File: src/rtl/uart_rx_pkg.sv
// Shared types and constants for the UART receive controller.
// Holds the state encoding and the edge-index helper functions.
package uart_rx_pkg;

  typedef enum logic [2:0] {
    ST_IDLE   = 3'd0,
    ST_START  = 3'd1,
    ST_DATA   = 3'd2,
    ST_PARITY = 3'd3,
    ST_STOP   = 3'd4
  } state_e;

  // Last edge index of a bit for a given edge-counter width.
  function automatic int unsigned edge_max(input int unsigned edge_w);
    return (32'd1 << edge_w) - 32'd1;
  endfunction

  // Edge index at which the per-bit strobes fire.
  function automatic int unsigned check_point(input int unsigned edge_w);
    return edge_max(edge_w) - 32'd1;
  endfunction

endpackage

File: src/rtl/uart_rx_fsm.sv
// UART receive control FSM: sequences start/data/parity/stop bits and
// issues counter/sampler enables, one-cycle strobes and frame result pulses.
module uart_rx_fsm
  import uart_rx_pkg::*;
#(
  parameter int unsigned DATA_WIDTH         = 8,
  parameter int unsigned BIT_COUNTER_WIDTH  = 4,
  parameter int unsigned EDGE_COUNTER_WIDTH = 3
) (
  input  logic                          CLK,
  input  logic                          RST,
  input  logic                          RX_IN,
  input  logic                          PAR_EN,
  input  logic [BIT_COUNTER_WIDTH-1:0]  bit_cnt,
  input  logic [EDGE_COUNTER_WIDTH-1:0] edg_cnt,
  input  logic                          strt_glitch,
  input  logic                          par_err,
  input  logic                          stp_err,
  output logic                          cnt_en,
  output logic                          dat_samp_en,
  output logic                          deser_en,
  output logic                          strt_chk_en,
  output logic                          par_chk_en,
  output logic                          stp_chk_en,
  output logic                          data_valid,
  output logic                          frame_err
);

  localparam logic [EDGE_COUNTER_WIDTH-1:0] EDGE_MAX_C =
    EDGE_COUNTER_WIDTH'(edge_max(EDGE_COUNTER_WIDTH));
  localparam logic [EDGE_COUNTER_WIDTH-1:0] CHECK_PT_C =
    EDGE_COUNTER_WIDTH'(check_point(EDGE_COUNTER_WIDTH));
  localparam logic [BIT_COUNTER_WIDTH-1:0]  DATA_LAST_C =
    BIT_COUNTER_WIDTH'(DATA_WIDTH);

  state_e state_q, state_d;
  logic   par_en_q, par_en_d;
  logic   par_flag_q, par_flag_d;
  logic   data_valid_q, data_valid_d;
  logic   frame_err_q, frame_err_d;
  logic   bit_end, chk_pt;

  assign bit_end     = (edg_cnt == EDGE_MAX_C);
  assign chk_pt      = (edg_cnt == CHECK_PT_C);
  assign cnt_en      = (state_q != ST_IDLE);
  assign dat_samp_en = (state_q != ST_IDLE);
  assign data_valid  = data_valid_q;
  assign frame_err   = frame_err_q;

  always_ff @(posedge CLK) begin
    if (RST) begin
      state_q      <= ST_IDLE;
      par_en_q     <= 1'b0;
      par_flag_q   <= 1'b0;
      data_valid_q <= 1'b0;
      frame_err_q  <= 1'b0;
    end else begin
      state_q      <= state_d;
      par_en_q     <= par_en_d;
      par_flag_q   <= par_flag_d;
      data_valid_q <= data_valid_d;
      frame_err_q  <= frame_err_d;
    end
  end

  always_comb begin
    state_d      = state_q;
    par_en_d     = par_en_q;
    par_flag_d   = par_flag_q;
    data_valid_d = 1'b0;
    frame_err_d  = 1'b0;
    deser_en     = 1'b0;
    strt_chk_en  = 1'b0;
    par_chk_en   = 1'b0;
    stp_chk_en   = 1'b0;
    unique case (state_q)
      ST_IDLE: begin
        // Parity mode is frozen for the whole frame at the start edge.
        if (!RX_IN) begin
          state_d    = ST_START;
          par_en_d   = PAR_EN;
          par_flag_d = 1'b0;
        end
      end
      ST_START: begin
        strt_chk_en = chk_pt;
        if (bit_end && (bit_cnt == '0)) begin
          state_d = strt_glitch ? ST_IDLE : ST_DATA;
        end
      end
      ST_DATA: begin
        deser_en = chk_pt;
        if (bit_end && (bit_cnt == DATA_LAST_C)) begin
          state_d = par_en_q ? ST_PARITY : ST_STOP;
        end
      end
      ST_PARITY: begin
        par_chk_en = chk_pt;
        if (bit_end) begin
          state_d    = ST_STOP;
          par_flag_d = par_flag_q | par_err;
        end
      end
      ST_STOP: begin
        stp_chk_en = chk_pt;
        if (bit_end) begin
          state_d = ST_IDLE;
          if (par_flag_q || stp_err) begin
            frame_err_d = 1'b1;
          end else begin
            data_valid_d = 1'b1;
          end
        end
      end
      default: state_d = ST_IDLE;
    endcase
  end

endmodule
File: config.mk
export PLATFORM = sky130hd
export DESIGN_NAME = uart_rx_fsm
export DESIGN_NICKNAME = d
export VERILOG_FILES = /design/src/rtl/uart_rx_pkg.sv /design/src/rtl/uart_rx_fsm.sv
export SDC_FILE = /design/constraint.sdc
export NUM_CORES = 1
export LEC_CHECK = 0
export ABC_CLOCK_PERIOD_IN_PS = 1500
export BUFFER_PORTS_ARGS = -buffer_cell sky130_fd_sc_hd__buf_2
export CAP_MARGIN = 40
export CORE_AREA = 3 3 40 42
export CTS_CLUSTER_DIAMETER = 120
export DETAILED_ROUTE_END_ITERATION = 7
export DIE_AREA = 0 0 43 45
export PLACE_DENSITY = 0.61
export SYNTH_ARGS = -nofsm -noshare
export SYNTH_HDL_FRONTEND = slang
export SYNTH_SLANG_ARGS = --single-unit
File: constraint.sdc
create_clock -name CLK -period 1.5 [get_ports CLK]
set_input_delay 0.225 -clock CLK [delete_from_list [all_inputs] [get_ports CLK]]
set_output_delay 0.225 -clock CLK [all_outputs]
set_load 0.02 [all_outputs]
Word level (Yosys, flattened, before mapping)
Cells that the tools add are included.
- shift-type cells: 0
- add/subtract/negate cells: 0
- eq/ne operators: 12
- multiplexer cells: 17
- reductions and logical operators: 11
- $lt $le $gt $ge: 0
- div/mod/pow operators: 0
- $mul: 0
- bitwise logic cells: 4
- operators by type and width (operator ; count):
    3-bit two-way mux ; 6
    3-bit case mux with 5 select lines ; 1
    2-bit inequality test (second input constant) ; 5
    3-bit == test (second input constant) ; 3
    1-bit two-way mux ; 8
    3-bit by 2-bit == test with 1-bit output (second input constant) ; 2
    5-bit AND reduction ; 1
    4-bit == test (second input constant) ; 1
    4-bit zero test ; 1
    3-bit by 1-bit == test with 1-bit output (second input constant) ; 1
    3-bit zero test ; 1
    1-bit NOT ; 3
    3-bit AND reduction ; 1
    3-bit nonzero test ; 1
    3-bit OR reduction ; 1
    1-bit logical AND ; 2
    2-bit two-way mux ; 1
    1-bit case mux with 2 select lines ; 1
    2-bit AND reduction ; 1
    2-bit nonzero test ; 1
    1-bit logical OR ; 1
    1-bit OR ; 1
- register bits: 7
- input bits: 14
- latch bits: 0
- word-level logic and storage cells: 49
- bits in writable memories: 0
- bits in read-only memories: 0
- output and inout bits: 8
- memories: 0

Longest topological paths before layout
- word-level depth: 4
- depth in mapped cells: 5
- gate-level depth less buffers: 4

Least setup slack after synthesis
No wires, ideal clock.
- path type: register -> output
- from: register state_q[1]
- to: output deser_en
- path buffers: 1
- setup slack: -0.096 ns
- arrival time: 1.371 ns
- stages on the path, launching flop included: 3
- cell sequence: dfxtp_1 -> clkbuf_1 -> nor4b_1
- word-level cells in the longest chain between the ends: 2
- RTL lines (element ; RTL line ; source):
    start, declared ; uart_rx_fsm.sv:36 ; state_e state_q, state_d;
    start signal, assigned ; uart_rx_fsm.sv:58 ; state_q <= state_d;
    3-bit by 2-bit == test with 1-bit output ; uart_rx_fsm.sv:76 ; unique case (state_q)
    1-bit two-way mux ; uart_rx_fsm.sv:76 ;
    end, declared ; uart_rx_fsm.sv:21 ; output logic deser_en,
No other way between the ends.

Worst setup path after layout
- from: register state_q[0]
- to: output par_chk_en
- word-level cells in the longest chain between the ends: 2
- RTL lines (element ; RTL line ; source):
    3-bit by 2-bit == test with 1-bit output ; uart_rx_fsm.sv:76 ;
    1-bit two-way mux ; uart_rx_fsm.sv:76 ;
    end, declared ; uart_rx_fsm.sv:23 ; output logic par_chk_en,
No other way between the ends.

==> metrics <==
# rows=13; Post-synth top flop=dfxtp_1; most common cell after layout, fill and taps aside=buf_2; Worst IR Drop VDD=0.476 mV; number of vias per cell=5.31; Top Family by Delay on Critical Path=flip-flops; CTS Hold Bufs=0; fmax=688 MHz; worst hold stages=2; Worst R2R Start=state_q[0]; Req. time, crit path=1270 ps; final setup fails=0; Slew @ Worst Pin=295 ps; pre-CTS setup slack=31.0 ps; initial core utilization=34.9%; cell count along the critical path=4; Final Hold Viols=0; Critical Path Max Stage Delay=400 ps; Antenna Nets Post-Route=0; total power=0.557 mW; Top Layer Used=met3; mux cell area share after synthesis=2.23%; Yosys warning total=0; Critical Path Fanout Max=7; Mapped Cells=54; crit path buf inv count=2; critical path cell sequence=buf_4, nand3b_1, nor2_1, buf_2; layout cells sized above 1=51.2%; Synth Register Bits=7; Syn Nets=68; boundary pin count=22; Vias=526; crit path from=state_q[0]; Hold Crit Class=in2reg; M1 wire length=562 µm; # Max-Cap Violations=0; P per Cell Area=843 mW/mm²; post-synthesis sequential area ratio=31.3%; largest family of logic cells by synthesized area=simple AND/OR/NAND/NOR gates; leak pwr=0.290 nW; Die Span Y=45 µm; largest cells by area after synthesis=dfxtp_1 31%, nor2_1 8.4%, buf_6 5.0%; diode count=0; Slew headroom=80.0%; synthesized area=448 µm²; slowest CP cell=dfxtp_2; DIE WIDTH=43 µm; simple-gate share of the synthesized area=38.8%; number of synthesized flops with an enable pin=0; Adder-Cell Fraction of Synth Area=0%; nature of the critical path startpoint=flip-flop; Hold Crit Start=stp_err; Inserted Clock Buffers=3; CP endpoint kind=primary output; critical path arrival=1230 ps; drt drc=0; Yosys cell types=28; clk_lat worst skew=250 ps; Final HPWL DP=988 µm; initial DRC count=14; CTS tree=yes; R2R cell count=3; RePlAce Congestion=0.816; H-tree levels=1; Met3 Wirelength=57 µm; Routed WL=1270 µm; post-synth top area share=31.3%; Wirelength per Cell=12.9 µm; status=finished clean; unrepaired setup endpoints after global routing=true; # clock sinks=7; clock root buffer=clkbuf_4; Nets=99; Worst-path clk slew=60 ps; commonest cells after routing, fill and taps aside=18 x buf_2, 12 x buf_4, 8 x nor2_1; Synth Area in Compound Gates=20.1%; Congestion Overflow GR=0; xor/xnor share of the synthesized area=0%; global-route wire length before repair=2090 µm; Final period util=97.0%; final slew viol count=0; syn_area_per_cell=8.30 µm²; Total Routing Usage GR=14.6%; met2 WL=655 µm; Area Overhead vs Synth=47.5%; crit path kind=reg2out; Synth area leader=dfxtp_1; largest net degree at the start of global routing=8; IO Port Bufs=21; Die Area=0.00194 mm²; initial antenna violation count=0; DRT Pass-1 Iters=4; Final WS setup=45.5 ps; vias in the first global route=466; CTS max path bufs=2; Synth async-reset ratio=0%; total core area=0.00128 mm²; Final Skew=8.22 ps; Final min period=1450 ps
where the power goes:
| part | switching, mW | total (mW) | internal, mW |
|---|---|---|---|
| sequential | 0.0149 | 0.211 | 0.196 |
| clock | 0.0720 | 0.174 | 0.102 |
| combinational | 0.0832 | 0.172 | 0.0892 |
cell type report:
cell class / instances / area, µm²
Clock buffer: 4 / 26.3
Fill cell: 123 / 624
Multi-Input combinational cell: 43 / 292
Sequential cell: 7 / 144
Tap cell: 15 / 18.8
Timing Repair Buffer: 30 / 180
sequential cells by signal, indices dropped and copies added, names as in the netlist:
name / count
data_valid: 1
par_flag_q: 1
par_en_q: 1
state_q: 3
frame_err: 1
per-layer routing:
layer / global-route usage [%] / vias to the layer above
li1: - / 266
met1: 18.0 / 250
met2: 23.4 / 10
met3: 5.98 / 0
met4: 4.82 / 0
met5: 0 / -
Yosys cell counts (2+ instances only):
cell type and n:
nor2_1 10, dfxtp_1 7, or4_1 2, a21oi_1 3
nor3_1 3, buf_6 2, nor4b_1 2, nand2_1 3
nand3b_1 2, nand2b_1 2
kinds of logic after synthesis:
family,count (synthesis)
and+or+nand+nor,30
muxes,1
buffers and inverters,4
AOI/OAI and AO/OA,12
DFF,7
worst register-to-register path: stages (launching register included):
cell,delay (ps)
dfxtp_2,400
or3b_1,380
or4_1,420
o22ai_1,170
through the flow:
step           utilization [%]  hold WS [ps]  cell area (µm²)  TNS [ps]  std cells
3_5_place_dp              47.5           406              611         0         94
6_report                  51.4           150              661         0         99
2_1_floorplan                -           297              460         0         54
3_3_place_gp              47.5           404              611         0         94
5_1_grt                   51.4           145              661     -55.2         99
4_1_cts                   49.8           144              639         0         98
path summary, 6_finish.rpt:
kind	end	slack, ps
max	par_chk_en	50
min	data_valid	150
max reg2reg	state_q[1]	60
min reg2reg	data_valid	450
what timing repair did:
action	4_1_cts	5_1_grt
setup endpoints to repair	2	6
resized for setup	2	6
pin swaps	0	1
setup buffers	0	1
No activity file was read; power rests on OpenSTA's default activity.
